## config.mk

```make
export PLATFORM = sky130hd
export DESIGN_NAME = memory_order_violation_controller
export DESIGN_NICKNAME = d
export VERILOG_FILES = /design/src/rtl/memory_order_violation_controller_pkg.sv /design/src/rtl/memory_order_violation_controller_mdp_update_fifo.sv /design/src/rtl/memory_order_violation_controller.sv
export SDC_FILE = /design/constraint.sdc
export NUM_CORES = 1
export LEC_CHECK = 0
export BUFFER_PORTS_ARGS = -buffer_cell sky130_fd_sc_hd__buf_2
export CORE_MARGIN = 4
export CORE_UTILIZATION = 55
export DETAILED_ROUTE_END_ITERATION = 10
export HOLD_SLACK_MARGIN = 0.06
export PLACE_DENSITY_LB_ADDON = 0.05
export SYNTH_ARGS = -nofsm -noshare
export SYNTH_HDL_FRONTEND = slang
export SYNTH_SLANG_ARGS = --single-unit
```

## constraint.sdc

```tcl
create_clock -name clk -period 20.2 [get_ports clk]
set_input_delay 4.04 -clock clk [delete_from_list [all_inputs] [get_ports clk]]
set_output_delay 4.04 -clock clk [all_outputs]
set_load 0.05 [all_outputs]
```

## src/rtl/memory_order_violation_controller_pkg.sv

```systemverilog
// Shared load/store-unit types for the memory-order violation controller:
// FSM state encoding, the MDP update record and the load-queue age helper.
package memory_order_violation_controller_pkg;

  localparam int LSU_LQ_ENTRY_NUM = 16;
  localparam int LSU_LQ_PTR_W     = $clog2(LSU_LQ_ENTRY_NUM);
  localparam int LSU_PC_WIDTH     = 32;

  typedef enum logic [1:0] {
    IDLE    = 2'd0,
    REQ     = 2'd1,
    RECOVER = 2'd2
  } MemOrderViolationState;

  typedef struct packed {
    logic [LSU_PC_WIDTH-1:0] loadPC;
    logic [LSU_PC_WIDTH-1:0] storePC;
  } MdpUpdateEntry;

  // Distance of ptr from the queue head; smaller means older. The extra
  // bit lets a pointer that has wrapped past the end sort after the head.
  function automatic logic [LSU_LQ_PTR_W:0] lq_age(
    input logic [LSU_LQ_PTR_W-1:0] ptr,
    input logic [LSU_LQ_PTR_W-1:0] head
  );
    logic [LSU_LQ_PTR_W:0] ext;
    ext = {1'b0, ptr};
    if (ptr < head) begin
      ext = ext + (LSU_LQ_PTR_W+1)'(LSU_LQ_ENTRY_NUM);
    end
    return ext - {1'b0, head};
  endfunction

endpackage

```

## src/rtl/memory_order_violation_controller_mdp_update_fifo.sv

```systemverilog
// Small circular buffer of predictor-training updates. The head entry is
// driven straight from storage registers, so a push is visible one cycle
// later at the earliest. A push while full is accepted only if the head is
// popped in the same cycle.
module mdp_update_fifo #(
  parameter int DEPTH = 4,
  parameter int WIDTH = 64
) (
  input  logic             clk,
  input  logic             rst,
  input  logic             push,
  input  logic [WIDTH-1:0] push_data,
  input  logic             pop,
  output logic             full,
  output logic             empty,
  output logic [WIDTH-1:0] head_data
);

  localparam int PTR_W = (DEPTH > 1) ? $clog2(DEPTH) : 1;

  logic [WIDTH-1:0] mem_reg [DEPTH];
  logic [PTR_W-1:0] wr_ptr_reg;
  logic [PTR_W-1:0] rd_ptr_reg;
  logic [PTR_W:0]   count_reg;
  logic             pop_en;
  logic             push_en;

  assign full    = (count_reg == (PTR_W+1)'(DEPTH));
  assign empty   = (count_reg == '0);
  assign pop_en  = pop && !empty;
  assign push_en = push && (!full || pop_en);

  assign head_data = empty ? '0 : mem_reg[rd_ptr_reg];

  genvar gi;
  generate
    for (gi = 0; gi < DEPTH; gi++) begin : g_entry
      // Write one storage slot when the write pointer lands on it.
      always_ff @(posedge clk) begin
        if (rst) begin
          mem_reg[gi] <= '0;
        end else if (push_en && (wr_ptr_reg == PTR_W'(gi))) begin
          mem_reg[gi] <= push_data;
        end
      end
    end
  endgenerate

  // Pointer and occupancy bookkeeping.
  always_ff @(posedge clk) begin
    if (rst) begin
      wr_ptr_reg <= '0;
      rd_ptr_reg <= '0;
      count_reg  <= '0;
    end else begin
      if (push_en) wr_ptr_reg <= wr_ptr_reg + 1'b1;
      if (pop_en)  rd_ptr_reg <= rd_ptr_reg + 1'b1;
      if (push_en && !pop_en)      count_reg <= count_reg + 1'b1;
      else if (pop_en && !push_en) count_reg <= count_reg - 1'b1;
    end
  end

endmodule

```

## src/rtl/memory_order_violation_controller.sv

```systemverilog
// Picks the oldest violating store each cycle, holds a refetch request to
// the recovery manager under req/ack until recovery completes, and queues
// {loadPC, storePC} pairs for the memory dependence predictor.
module memory_order_violation_controller
  import memory_order_violation_controller_pkg::*;
#(
  parameter int LQ_ENTRY_NUM   = LSU_LQ_ENTRY_NUM,
  parameter int STORE_WIDTH    = 2,
  parameter int PC_WIDTH       = LSU_PC_WIDTH,
  parameter int MDP_FIFO_DEPTH = 4,
  localparam int LQ_PTR_W      = $clog2(LQ_ENTRY_NUM)
) (
  input  logic                            clk,
  input  logic                            rst,
  input  logic [STORE_WIDTH-1:0]          conflict,
  input  logic [STORE_WIDTH*PC_WIDTH-1:0] conflictLoadPC,
  input  logic [STORE_WIDTH*PC_WIDTH-1:0] storePC,
  input  logic [STORE_WIDTH*LQ_PTR_W-1:0] storeLqPtr,
  input  logic [LQ_PTR_W-1:0]             lqHeadPtr,
  input  logic                            externalFlush,
  output logic                            recoveryReq,
  output logic [LQ_PTR_W-1:0]             recoveryLqPtr,
  output logic [PC_WIDTH-1:0]             recoveryStorePC,
  input  logic                            recoveryAck,
  input  logic                            recoveryDone,
  output logic                            mdpWriteValid,
  output logic [PC_WIDTH-1:0]             mdpWriteLoadPC,
  output logic [PC_WIDTH-1:0]             mdpWriteStorePC,
  input  logic                            mdpWriteReady,
  output logic                            busy,
  output logic [7:0]                      mdpDropCount
);

  MemOrderViolationState state_reg;
  logic                  req_reg;
  logic [LQ_PTR_W-1:0]   cap_ptr_reg;
  logic [PC_WIDTH-1:0]   cap_spc_reg;
  logic [7:0]            drop_reg;

  logic [LQ_PTR_W:0]     lane_age [STORE_WIDTH];
  logic                  win_valid;
  logic [LQ_PTR_W:0]     win_age;
  logic [LQ_PTR_W-1:0]   win_ptr;
  logic [PC_WIDTH-1:0]   win_spc;
  logic [PC_WIDTH-1:0]   win_lpc;
  logic [LQ_PTR_W:0]     cap_age;
  logic                  capture;
  logic                  replace;
  logic                  push;
  logic                  fifo_pop;
  logic                  fifo_full;
  logic                  fifo_empty;
  MdpUpdateEntry         push_entry;
  MdpUpdateEntry         head_entry;

  genvar gi;
  generate
    for (gi = 0; gi < STORE_WIDTH; gi++) begin : g_lane_age
      assign lane_age[gi] = lq_age(storeLqPtr[gi*LQ_PTR_W +: LQ_PTR_W], lqHeadPtr);
    end
  endgenerate

  // Oldest conflicting lane; strict compare keeps ties on the lower lane.
  always_comb begin
    win_valid = 1'b0;
    win_age   = '0;
    win_ptr   = '0;
    win_spc   = '0;
    win_lpc   = '0;
    for (int i = 0; i < STORE_WIDTH; i++) begin
      if (conflict[i] && (!win_valid || (lane_age[i] < win_age))) begin
        win_valid = 1'b1;
        win_age   = lane_age[i];
        win_ptr   = storeLqPtr[i*LQ_PTR_W +: LQ_PTR_W];
        win_spc   = storePC[i*PC_WIDTH +: PC_WIDTH];
        win_lpc   = conflictLoadPC[i*PC_WIDTH +: PC_WIDTH];
      end
    end
  end

  // The held capture is re-aged against the current head every cycle.
  assign cap_age = lq_age(cap_ptr_reg, lqHeadPtr);
  assign capture = !externalFlush && (state_reg == IDLE) && win_valid;
  assign replace = !externalFlush && (state_reg == REQ) && !recoveryAck &&
                   win_valid && (win_age < cap_age);
  assign push    = capture || replace;

  // Recovery sequencing and capture registers; flush overrides everything.
  always_ff @(posedge clk) begin
    if (rst) begin
      state_reg   <= IDLE;
      req_reg     <= 1'b0;
      cap_ptr_reg <= '0;
      cap_spc_reg <= '0;
    end else if (externalFlush) begin
      state_reg <= IDLE;
      req_reg   <= 1'b0;
    end else begin
      case (state_reg)
        IDLE: begin
          if (capture) begin
            state_reg   <= REQ;
            req_reg     <= 1'b1;
            cap_ptr_reg <= win_ptr;
            cap_spc_reg <= win_spc;
          end
        end
        REQ: begin
          if (recoveryAck) begin
            state_reg <= RECOVER;
            req_reg   <= 1'b0;
          end else if (replace) begin
            cap_ptr_reg <= win_ptr;
            cap_spc_reg <= win_spc;
          end
        end
        RECOVER: begin
          if (recoveryDone) state_reg <= IDLE;
        end
        default: begin
          state_reg <= IDLE;
          req_reg   <= 1'b0;
        end
      endcase
    end
  end

  // Saturating count of training updates lost to a full buffer.
  always_ff @(posedge clk) begin
    if (rst) begin
      drop_reg <= '0;
    end else if (push && fifo_full && !fifo_pop && (drop_reg != 8'hFF)) begin
      drop_reg <= drop_reg + 8'd1;
    end
  end

  assign push_entry.loadPC  = win_lpc;
  assign push_entry.storePC = win_spc;
  assign fifo_pop           = mdpWriteValid && mdpWriteReady;

  mdp_update_fifo #(
    .DEPTH (MDP_FIFO_DEPTH),
    .WIDTH ($bits(MdpUpdateEntry))
  ) u_mdp_fifo (
    .clk       (clk),
    .rst       (rst),
    .push      (push),
    .push_data (push_entry),
    .pop       (fifo_pop),
    .full      (fifo_full),
    .empty     (fifo_empty),
    .head_data (head_entry)
  );

  assign recoveryReq     = req_reg;
  assign recoveryLqPtr   = cap_ptr_reg;
  assign recoveryStorePC = cap_spc_reg;
  assign busy            = (state_reg != IDLE);
  assign mdpDropCount    = drop_reg;
  assign mdpWriteValid   = !fifo_empty;
  assign mdpWriteLoadPC  = head_entry.loadPC;
  assign mdpWriteStorePC = head_entry.storePC;

endmodule

```

==> summary.md, run 1 <==
| Metric | Value |
|---|---|
| Status | `finished, final reports clean` |
| Crit path capture type | `flop` |
| Total count of hold-check failures in the final report | `0` |
| Pwr Density | `127.5 nW/um2` |
| Final Instance Area | `16930 um2` |
| Net Sw Power | `776.9 uW` |
| Number of distinct library cells after synthesis | `53` |
| Gpl congestion | `0.8176` |
| Number of detailed-routing iterations run before antenna repair | `5` |
| Die X-Extent | `170.0 um` |
| Number of clock sinks seen by CTS | `312` |
| Cell with the most instances on the worst path | `sky130_fd_sc_hd__ha_1` |
| Final setup vio count | `0` |
| Slew at the pin closest to its max-slew limit | `1.132 ns` |
| Inserted Diodes | `0` |
| Detailed Route WL | `33760 um` |
| Max-Slew Margin vs Limit | `24.36%` |
| Net count, final | `1515` |
| Synthesized area divided by synthesized cell count | `12.83 um2` |
| Most common cell after layout, fill and taps aside | `sky130_fd_sc_hd__nor2_1` |
| Predominant post-synthesis flop cell | `sky130_fd_sc_hd__edfxtp_1` |
| Max FFs per register | `256` |
| Time the worst path needs with I/O delays and setup | `10.12 ns` |
| Share of layout cells above drive strength 1 | `30.19%` |
| Proportion of register bits with asynchronous set or reset after synthesis | `0%` |
| Crit-path cells | `buf_2 > inv_1 > ha_1 > a21o_1 > a21oi_1 > xnor2_1 > nand2_1 > ha_1 > and3_1 > a31oi_1 > and2_2 > buf_4 > o21ai_0 > ha_1 > a21o_1 > a211o_1 > a21oi_2 > and3_2 > buf_4 > nand3_4 > nor2_1` |
| Count of unresolved DRC violations after routing | `0` |
| Initial antenna violation count | `0` |
| Num ports | `259` |
| Topmost layer with routed signal wires | `met4` |
| Routed via count divided by cell count | `5.681` |
| Cell chosen for the clock root | `sky130_fd_sc_hd__clkbuf_16` |
| Slew Limit Fails | `0` |
| Data arrival, critical path | `10.44 ns` |
| Total of flip-flops plus latches after synthesis | `312` |
| Yosys warns | `0` |
| Starting Density | `55.71%` |
| Area added between synthesis and finish | `17.29%` |
| Part of the Yosys area used for sequential elements | `61.02%` |
| Met1 Routed Length | `13650 um` |
| Buffers plus inverters on the worst setup path | `4` |
| Slowest cell delay on critical path | `0.93 ns` |
| Fin Setup TNS | `0 ns` |
| Via count of the routed design | `9675` |
| Relative contribution of the clock network to total power | `29.7%` |
| Flop pwr share | `37.5%` |
| Overall track demand over capacity in global routing | `23.38%` |
| Mapped Area | `14440 um2` |
| Hold WC Path Type | `flop to flop` |
| Reported leakage power | `6.753 nW` |
| Post-route clock period utilization | `50.10%` |
| Buffers added on ports | `258` |
| Worst setup SP type | `primary input` |
| DP Wirelength | `19470 um` |
| Number of flops mapped to enable cells by yosys | `256` |
| Kind of critical path | `primary input to flop` |
| Setup repair after global routing missed its margin | `no` |
| Critical path peak fanout | `83` |
| Switch share | `35.99%` |
| Vertical die dimension | `170.0 um` |
| Cells after synthesis | `1125` |
| Met3 Wirelength | `2318 um` |
| Commonest cells after routing, fill and taps aside | `sky130_fd_sc_hd__nor2_1, sky130_fd_sc_hd__buf_2, sky130_fd_sc_hd__edfxtp_1, sky130_fd_sc_hd__and2_1, sky130_fd_sc_hd__mux4_2` |
| Instance area at placement | `15760 um2` |
| Met2 routed wirelength | `17010 um` |
| Number of buffers created by CTS | `34` |
| Iteration-0 DRC count of the detailed router | `702` |
| Average routed wire per standard cell | `19.82 um` |
| Row count | `59` |
| Number of global-route vias before repair | `9933` |
| Max-capacitance violation count | `0` |
| Wire length of the first global-routing pass | `52780 um` |
| Logic gate share of total power | `32.8%` |
| Number of nets still failing antenna checks after routing | `0` |
| Cell family with the largest share of critical-path delay | `simple AND/OR/NAND/NOR gates` |
| Net count after synthesis | `1298` |
| CP Data Required Time | `20.52 ns` |
| VDD IR-drop max | `85.65 uV` |
| Longest Clk Path Bufs | `3` |
| Number of buffers inserted to repair setup after CTS | `0` |
| Area of the core | `25910 um2` |
| Level count of the clock H-tree | `2` |
| Source-to-sink clock delay at the later pin of the worst-skew pair | `0.50 ns` |
| Filler Cells Inserted | `1993` |
| Pin count of the biggest net entering global routing | `84` |
| Clock skew | `0.01121 ns` |
| Slowest stage cell, crit path | `sky130_fd_sc_hd__nand3_4` |
| Post-cts sizing count | `0` |
| Number of hold buffers added after cts | `0` |
| CTS clock-pin slew for the worst setup and hold paths | `0.06 ns` |
| Achievable clock frequency | `98.80 MHz` |
| Floorplan die area | `28900 um2` |
| CTS tree | `yes` |
| Internal power summed over all cells | `1.382 mW` |
| Gr ovfl total | `0` |
[stage by stage]
step                cells  power [mW]  util, %  hold slack [ns]  setup slack (ns)
floorplan            1125       1.363        -           0.4613             10.56
global placement     1641       1.533    60.83           0.4827             9.773
detailed placement   1641       1.541    60.83           0.4895             9.446
CTS                  1703       2.179    65.35           0.4976             10.02
global route         1703       2.255    65.35           0.5130             9.522
finish               1703       2.159    65.35           0.4950             10.08
[Yosys cell counts (2+ instances only)]
cell	number	area share (%)
sky130_fd_sc_hd__o31ai_1	2	0.10
sky130_fd_sc_hd__clkbuf_1	35	0.91
sky130_fd_sc_hd__or3_1	4	0.17
sky130_fd_sc_hd__nor2b_1	4	0.17
sky130_fd_sc_hd__xnor2_1	8	0.49
sky130_fd_sc_hd__and3_1	34	1.5
sky130_fd_sc_hd__a22oi_1	32	1.7
sky130_fd_sc_hd__nand3_1	12	0.42
sky130_fd_sc_hd__nor3_1	5	0.17
sky130_fd_sc_hd__o21ai_0	7	0.24
sky130_fd_sc_hd__ha_1	21	1.8
sky130_fd_sc_hd__nand3_4	4	0.49
sky130_fd_sc_hd__dfxtp_1	56	7.8
sky130_fd_sc_hd__fa_1	4	0.55
sky130_fd_sc_hd__xor2_1	5	0.30
sky130_fd_sc_hd__nor2_2	12	0.52
sky130_fd_sc_hd__mux2_2	3	0.23
sky130_fd_sc_hd__buf_1	2	0.052
sky130_fd_sc_hd__a21o_1	9	0.47
sky130_fd_sc_hd__a211o_1	2	0.12
sky130_fd_sc_hd__and2_1	66	2.9
sky130_fd_sc_hd__nor2_1	297	7.7
sky130_fd_sc_hd__buf_6	15	1.2
sky130_fd_sc_hd__nand2b_1	3	0.13
sky130_fd_sc_hd__buf_4	2	0.10
sky130_fd_sc_hd__buf_2	27	0.94
sky130_fd_sc_hd__a211oi_1	33	1.7
sky130_fd_sc_hd__nand2_1	15	0.39
sky130_fd_sc_hd__edfxtp_1	256	53
sky130_fd_sc_hd__inv_1	17	0.44
sky130_fd_sc_hd__a311oi_1	4	0.24
sky130_fd_sc_hd__mux4_2	64	10
sky130_fd_sc_hd__a21oi_1	45	1.6
[layer usage]
metal  vias to the layer above  global-route usage [%]
met4                         0                   6.771
li1                       4538                       -
met5                         -                       0
met1                      4742                   30.10
met3                        63                   4.483
met2                       332                   40.81
[tightest hold or removal path, delay by kind of cell (launching register included)]
| kind | cells | cell delay (ns) |
|---|---|---|
| AO/OA/AOI/OAI | 1 | 0.05 |
| flip-flops | 1 | 0.31 |
| AND/OR/NAND/NOR | 1 | 0.09 |
[cells by family after synthesis]
| group | after synthesis | share of synthesized area (%) |
|---|---|---|
| compound gates | 141 | 6.526 |
| xor+xnor | 13 | 0.7887 |
| fa+ha+maj | 25 | 2.375 |
| buf+inv | 99 | 3.718 |
| flops | 312 | 61.02 |
| mux | 68 | 10.29 |
| simple gates | 467 | 15.29 |
[area by class of cell]
| cell class | count | area, um2 | share of cell area (%) |
|---|---|---|---|
| Clock buffer | 48 | 987.2 | 5.830 |
| Clock inverter | 14 | 182.7 | 1.079 |
| Inverter | 17 | 63.81 | 0.3769 |
| Multi-Input combinational cell | 714 | 5135 | 30.33 |
| Sequential cell | 312 | 8816 | 52.07 |
| Tap cell | 335 | 419.2 | 2.475 |
| Timing Repair Buffer | 263 | 1329 | 7.847 |
[power by group through the flow]
stage	registers (mW)	logic, mW	clock network (mW)
after floorplan	0.831	0.532	0
after global placement	0.822	0.711	0
after detailed placement	0.824	0.718	0
after CTS	0.811	0.720	0.648
after global routing	0.819	0.760	0.676
final	0.809	0.709	0.641
[worst paths after layout]
check | start | endpoint | slack [ns] | cells after the start
min | recoveryStorePC[18] | recoveryStorePC[18] | 0.50 | 2
max | lqHeadPtr[1] | u_mdp_fifo.mem_reg[2][1] | 10.08 | 21
min reg2reg | recoveryStorePC[18] | recoveryStorePC[18] | 0.50 | 2
max reg2reg | recoveryLqPtr[0] | u_mdp_fifo.mem_reg[2][1] | 15.62 | 13
(Power assumes the default switching activity.)
==> run 2, diff against run 1 <==
clock period = 9.8 ns   (was 20.2 ns; I/O delays follow)
==> run 2 against run 1 <==
Design area is 1.1% lower. Clock-buffer cell count is 10 lower. Highest routed layer unchanged. Register-to-register slack worse by 11 ns. Final cell count is 0.23% lower.
==> summary.md, run 2 (synthesized netlist as in run 1, its figures left out) <==
| Metric | Value |
|---|---|
| DP Wirelength | `19750 um (was 19470 um)` |
| Initial antenna violation count | `0 (unchanged)` |
| Count of unresolved DRC violations after routing | `0 (unchanged)` |
| Cell chosen for the clock root | `sky130_fd_sc_hd__clkbuf_16 (unchanged)` |
| CTS tree | `yes (unchanged)` |
| Fin Setup TNS | `0 ns (unchanged)` |
| Met2 routed wirelength | `16930 um (was 17010 um)` |
| Number of buffers inserted to repair setup after CTS | `0 (unchanged)` |
| Storage element area | `8816 um2 (unchanged)` |
| Overall track demand over capacity in global routing | `22.72% (was 23.38%)` |
| Number of buffers created by CTS | `31 (was 34)` |
| Crit path capture type | `flop (unchanged)` |
| Area of combinational cells with multiple inputs | `5135 um2 (unchanged)` |
| Buffers added on ports | `258 (unchanged)` |
| Max FFs per register | `256 (unchanged)` |
| Cell with the most instances on the worst path | `sky130_fd_sc_hd__ha_1 (unchanged)` |
| Number of nets still failing antenna checks after routing | `0 (unchanged)` |
| Topmost layer with routed signal wires | `met4 (unchanged)` |
| CTS clock-pin slew for the worst setup and hold paths | `0.06 ns (about the same)` |
| Area of the core | `25910 um2 (unchanged)` |
| Num ports | `259 (unchanged)` |
| Data arrival, critical path | `8.41 ns (was 10.44 ns)` |
| Achievable clock frequency | `125.9 MHz` |
| Setup repair after global routing missed its margin | `no (unchanged)` |
| Launch point of the worst hold path | `mdpDropCount[1] (was recoveryStorePC[18])` |
| Post-route clock period utilization | `81.04%` |
| Inserted Diodes | `0 (unchanged)` |
| Worst Setup SP | `lqHeadPtr[1] (unchanged)` |
| Reported leakage power | `6.658 nW (was 6.753 nW)` |
| Worst setup SP type | `primary input (unchanged)` |
| Floorplan die area | `28900 um2 (unchanged)` |
| Met3 Wirelength | `2418 um (was 2318 um)` |
| Post-cts sizing count | `0 (unchanged)` |
| Placed cell count | `1642 (was 1641)` |
| Area added between synthesis and finish | `15.96% (was 17.29%)` |
| Gpl congestion | `0.8061 (was 0.8176)` |
| Post-Route Hold Slack | `0.4966 ns (was 0.4950 ns)` |
| Row count | `59 (unchanged)` |
| Clock skew | `0.01159 ns (was 0.01121 ns)` |
| Wire length of the first global-routing pass | `51960 um (was 52780 um)` |
| Number of hold buffers added after cts | `0 (unchanged)` |
| Detailed Route WL | `33500 um (was 33760 um)` |
| Share of layout cells above drive strength 1 | `29.77% (was 30.19%)` |
| Source-to-sink clock delay at the later pin of the worst-skew pair | `0.54 ns (was 0.50 ns)` |
| Slew at the pin closest to its max-slew limit | `1.100 ns (was 1.132 ns)` |
| Crit-path cells | `buf_2 > inv_1 > ha_1 > a21o_1 > a21oi_1 > xnor2_1 > nand2_1 > ha_1 > and3_1 > a31oi_1 > and2_2 > o21ai_0 > ha_1 > a21o_1 > a211o_1 > a21oi_2 > and3_2 > and2_0 > ha_1 > inv_1 > fa_1 > xor2_1 > or3_1 > a21oi_1 (was buf_2 > inv_1 > ha_1 > a21o_1 > a21oi_1 > xnor2_1 > nand2_1 > ha_1 > and3_1 > a31oi_1 > and2_2 > buf_4 > o21ai_0 > ha_1 > a21o_1 > a211o_1 > a21oi_2 > and3_2 > buf_4 > nand3_4 > nor2_1)` |
| Gr ovfl total | `0 (unchanged)` |
| Number of global-route vias before repair | `9611 (was 9933)` |
| Net count, final | `1513 (was 1515)` |
| Number of clock sinks seen by CTS | `312 (unchanged)` |
| Non-filler instance count after layout | `1699 (was 1703)` |
| Die X-Extent | `170.0 um (unchanged)` |
| Number of detailed-routing iterations run before antenna repair | `6 (was 5)` |
| Level count of the clock H-tree | `1 (was 2)` |
| Total count of hold-check failures in the final report | `0 (unchanged)` |
| Met1 Routed Length | `13610 um (was 13650 um)` |
| Pin count of the biggest net entering global routing | `65 (was 84)` |
| Most common cell after layout, fill and taps aside | `sky130_fd_sc_hd__nor2_1 (unchanged)` |
| Starting Density | `55.71% (unchanged)` |
| Average routed wire per standard cell | `19.72 um (was 19.82 um)` |
| Status | `finished, final reports clean (unchanged)` |
| Buffers plus inverters on the worst setup path | `3 (was 4)` |
| Vertical die dimension | `170.0 um (unchanged)` |
| Slowest cell delay on critical path | `0.72 ns (was 0.93 ns)` |
| VDD IR-drop max | `170.3 uV (was 85.65 uV)` |
| Cell family with the largest share of critical-path delay | `simple AND/OR/NAND/NOR gates (unchanged)` |
| Pwr Density | `254.7 nW/um2 (was 127.5 nW/um2)` |
| Longest Clk Path Bufs | `3 (unchanged)` |
| Hold WC Path Type | `flop to flop (unchanged)` |
| Critical path peak fanout | `33 (was 83)` |
| Iteration-0 DRC count of the detailed router | `668 (was 702)` |
| Filler Cells Inserted | `2013 (was 1993)` |
| Via count of the routed design | `9602 (was 9675)` |
| Beginning of the worst register-to-register path | `recoveryLqPtr[0] (unchanged)` |
| Slew Limit Fails | `0 (unchanged)` |
| CP Data Required Time | `10.26 ns (was 20.52 ns)` |
| Max-capacitance violation count | `0 (unchanged)` |
| Time the worst path needs with I/O delays and setup | `7.941 ns` |
| Final setup vio count | `0 (unchanged)` |
| Routed via count divided by cell count | `5.652 (was 5.681)` |
| Max-Slew Margin vs Limit | `26.49% (was 24.36%)` |
| Kind of critical path | `primary input to flop (unchanged)` |
| Commonest cells after routing, fill and taps aside | `sky130_fd_sc_hd__nor2_1, sky130_fd_sc_hd__buf_2, sky130_fd_sc_hd__edfxtp_1, sky130_fd_sc_hd__and2_1, sky130_fd_sc_hd__mux4_2 (unchanged)` |
| Slowest stage cell, crit path | `sky130_fd_sc_hd__and3_2 (was sky130_fd_sc_hd__nand3_4)` |
## run 2: changes by cell type in the layout (fill, tap and decap cells not counted), sizes merged
cell      change
clkbuf       -10
clkinv        +6
buf           +1
bufinv        -1
clkinvlp      +1
inv           -1
## run 2: final cells by class
type	instances	share of cell area, %
Sequential cell	312	52.66
Clock buffer	38	4.791
Tap cell	335	2.504
Inverter	17	0.3812
Multi-Input combinational cell	714	30.67
Clock inverter	19	1.009
Timing Repair Buffer	264	7.982
## run 2: where the power goes
part           total (mW)  switching [mW]  internal, mW
Sequential           1.66          0.0885          1.57
Clock                1.14           0.478         0.658
Combinational        1.46            1.00         0.460
Total                4.26            1.57          2.69
## run 2: routing by layer
layer / global-route usage [%] / vias to the layer above
met5: 0 / -
li1: - / 4527
met3: 4.042 / 35
met4: 4.097 / 0
met2: 40.27 / 334
met1: 30.03 / 4706
## run 2: worst reg2reg max path, delay by kind of cell (launching register included)
family	cells	cell delay [ns]
flip-flops	1	0.33
adder cells (fa/ha/maj)	5	1.45
XOR/XNOR	2	0.33
buffers and inverters	3	0.18
AO/OA/AOI/OAI	4	0.84
AND/OR/NAND/NOR	3	1.53
## run 2: stage by stage
step           area [um2]  power [mW]  util [%]  setup slack [ns]
6_report            16740       4.264     64.61             1.859
3_3_place_gp        15770       3.158     60.86             1.534
2_1_floorplan       14440       2.809         -             2.242
5_1_grt             16740       4.457     64.61             1.445
3_5_place_dp        15770       3.176     60.86             1.313
4_1_cts             16740       4.304     64.61             1.881
## run 2: path summary, 6_finish.rpt
| path | to | slack, ns | cells after the start |
|---|---|---|---|
| worst max register to register | u_mdp_fifo.count_reg[2] | 5.08 | 17 |
| worst min-delay path | mdpDropCount[1] | 0.50 | 2 |
| worst max-delay path | u_mdp_fifo.count_reg[2] | 1.86 | 24 |
| worst min register to register | mdpDropCount[1] | 0.50 | 2 |
==> run 3, diff against run 2 <==
CORE_UTILIZATION = 51   (was 55)
clock period = 7 ns   (was 9.8 ns; I/O delays follow)
==> run 3 against run 2 <==
Worst hold slack worse by 0.00067 ns. Clock-buffer cell count up 6. Wire length grew 3.5%. First-iteration DRC count increased by 15%. Sequential cell count unchanged. Via count about the same. Final cell count rose by 3.9%. Register-to-register slack worse by 1.9 ns. Design area rose by 2.1%. Combinational power increased by 40%. Critical path type unchanged. Largest power group unchanged. Total power rose by 43%. Die area is 7.5% higher.
==> summary.md, run 3 (synthesized netlist as in run 1, its figures left out) <==
| Metric | Value |
|---|---|
| Status | `finished, final reports clean (unchanged)` |
| Cell chosen for the clock root | `sky130_fd_sc_hd__clkbuf_16 (unchanged)` |
| CTS clock-pin slew for the worst setup and hold paths | `0.06 ns (about the same)` |
| Area added between synthesis and finish | `18.41% (was 15.96%)` |
| Crit path capture type | `flop (unchanged)` |
| Floorplan die area | `31060 um2 (was 28900 um2)` |
| Worst r2r path cells | `17 (unchanged)` |
| Via count of the routed design | `9603 (was 9602)` |
| Launch point of the worst hold path | `recoveryStorePC[7] (was mdpDropCount[1])` |
| Most common cell after layout, fill and taps aside | `sky130_fd_sc_hd__nor2_1 (unchanged)` |
| Routed via count divided by cell count | `5.441 (was 5.652)` |
| End point of the worst hold path | `recoveryStorePC[7] (was mdpDropCount[1])` |
| Iteration-0 DRC count of the detailed router | `767 (was 668)` |
| Number of nets still failing antenna checks after routing | `0 (unchanged)` |
| Inserted Diodes | `0 (unchanged)` |
| Detailed Route WL | `34660 um (was 33500 um)` |
| Max-capacitance violation count | `0 (unchanged)` |
| Total count of hold-check failures in the final report | `0 (unchanged)` |
| Cell with the most instances on the worst path | `sky130_fd_sc_hd__ha_1 (unchanged)` |
| Worst hold path cell count | `2 (unchanged)` |
| Gr ovfl total | `0 (unchanged)` |
| Number of hold buffers added after cts | `0 (unchanged)` |
| Gpl congestion | `0.8576 (was 0.8061)` |
| Area of the core | `27860 um2 (was 25910 um2)` |
| Longest Clk Path Bufs | `3 (unchanged)` |
| Slew Limit Fails | `0 (unchanged)` |
| VDD IR-drop max | `252.1 uV (was 170.3 uV)` |
| Reported leakage power | `6.821 nW (was 6.658 nW)` |
| Average routed wire per standard cell | `19.64 um (was 19.72 um)` |
| Net count, final | `1536 (was 1513)` |
| Number of detailed-routing iterations run before antenna repair | `5 (was 6)` |
| Data arrival, critical path | `6.55 ns (was 8.41 ns)` |
| Critical path peak fanout | `28 (was 33)` |
| Number of clock sinks seen by CTS | `312 (unchanged)` |
| Non-filler instance count after layout | `1765 (was 1699)` |
| Slew at the pin closest to its max-slew limit | `1.028 ns (was 1.100 ns)` |
| DP Wirelength | `21430 um (was 19750 um)` |
| Level count of the clock H-tree | `2 (was 1)` |
| Vertical die dimension | `176.2 um (was 170.0 um)` |
| Share of layout cells above drive strength 1 | `31.00% (was 29.77%)` |
| Max FFs per register | `256 (unchanged)` |
| Num ports | `259 (unchanged)` |
| Post-cts sizing count | `0 (unchanged)` |
| Pre-CTS setup slack | `0.3554 ns (was 1.313 ns)` |
| Max-Slew Margin vs Limit | `31.48% (was 26.49%)` |
| Kind of critical path | `primary input to flop (unchanged)` |
| Commonest cells after routing, fill and taps aside | `sky130_fd_sc_hd__nor2_1, sky130_fd_sc_hd__buf_2, sky130_fd_sc_hd__edfxtp_1, sky130_fd_sc_hd__and2_1, sky130_fd_sc_hd__mux4_2 (unchanged)` |
| Row count | `61 (was 59)` |
| Initial antenna violation count | `1 (was 0)` |
| Slowest stage cell, crit path | `sky130_fd_sc_hd__a31oi_1 (was sky130_fd_sc_hd__and3_2)` |
| Wire length of the first global-routing pass | `54250 um (was 51960 um)` |
| Post-route clock period utilization | `87.60%` |
| CP Data Required Time | `7.42 ns (was 10.26 ns)` |
| Reg-to-reg slack, setup | `3.15 ns (was 5.08 ns)` |
| Setup repair after global routing missed its margin | `no (unchanged)` |
| Overall track demand over capacity in global routing | `22.24% (was 22.72%)` |
| Time the worst path needs with I/O delays and setup | `6.132 ns` |
| CTS tree | `yes (unchanged)` |
| Hold WC Path Type | `flop to flop (unchanged)` |
| Fin Setup TNS | `0 ns (unchanged)` |
| Number of global-route vias before repair | `9760 (was 9611)` |
| Starting Density | `51.82% (was 55.71%)` |
| Pwr Density | `357.4 nW/um2 (was 254.7 nW/um2)` |
| Die X-Extent | `176.2 um (was 170.0 um)` |
| Achievable clock frequency | `163.1 MHz` |
| Count of unresolved DRC violations after routing | `0 (unchanged)` |
| Number of buffers inserted to repair setup after CTS | `0 (unchanged)` |
| Worst setup SP type | `primary input (unchanged)` |
| FF-to-FF End | `u_mdp_fifo.count_reg[2] (unchanged)` |
| Pin count of the biggest net entering global routing | `83 (was 65)` |
| Placed cell count | `1705 (was 1642)` |
| Slowest cell delay on critical path | `0.40 ns (was 0.72 ns)` |
| Buffers added on ports | `258 (unchanged)` |
| Beginning of the worst register-to-register path | `recoveryLqPtr[0] (unchanged)` |
| Final setup vio count | `0 (unchanged)` |
| Number of buffers created by CTS | `34 (was 31)` |
| Final critical-path setup slack | `0.8678 ns (was 1.859 ns)` |
| Source-to-sink clock delay at the later pin of the worst-skew pair | `0.51 ns (was 0.54 ns)` |
| Clock skew | `0.02343 ns (was 0.01159 ns)` |
run 3: worst max path at each step:
stage                     slack (ns)                         to    startpoint
after floorplan                0.002   u_mdp_fifo.mem_reg[0][0]  lqHeadPtr[1]
after global placement          0.42  u_mdp_fifo.mem_reg[0][25]  lqHeadPtr[1]
after detailed placement        0.36  u_mdp_fifo.mem_reg[0][54]  lqHeadPtr[1]
after CTS                       0.86  u_mdp_fifo.mem_reg[0][54]  lqHeadPtr[1]
after global routing            0.37  u_mdp_fifo.mem_reg[0][58]  lqHeadPtr[1]
final                           0.87    u_mdp_fifo.count_reg[2]  lqHeadPtr[1]
run 3: metrics by stage:
stage / utilization [%] / cell area (um2) / hold slack [ns] / total power [mW]
CTS: 61.36 / 17090 / 0.4969 / 6.193
detailed placement: 57.53 / 16030 / 0.4859 / 4.477
global placement: 57.53 / 16030 / 0.4825 / 4.460
finish: 61.36 / 17090 / 0.4959 / 6.110
global route: 61.36 / 17090 / 0.5108 / 6.412
floorplan: - / 14440 / 0.4613 / 3.932
run 3: metal layers:
metal,GRT usage (%),wire [um],vias to the layer above
li1,-,-,4586
met1,29.54,14260,4692
met2,38.37,17490,280
met3,4.325,2282,43
met4,5.003,604,2
met5,0,20,-
run 3: power breakdown:
group          total, mW  internal, mW  switching (mW)
registers           2.36          2.20           0.155
clock network       1.70          1.02           0.686
logic               2.05         0.663            1.39
run 3: area by class of cell:
| cell class | count | area (um2) |
|---|---|---|
| clock buffer | 44 | 939.7 |
| clock inverter | 16 | 126.4 |
| fill | 2290 | 10760 |
| inverter | 17 | 63.81 |
| multi-input combinational | 714 | 5139 |
| sequential | 312 | 8816 |
| tap | 378 | 473.0 |
| timing repair buffer | 284 | 1536 |
run 3: critical path, delay by kind of cell:
family                     cells  cell delay, ns
AOI/OAI and AO/OA              6            1.02
adders and majority gates      5            1.41
and+or+nand+nor                9            1.75
buffers and inverters          4            0.65
xor gates and xnor gates       2            0.30
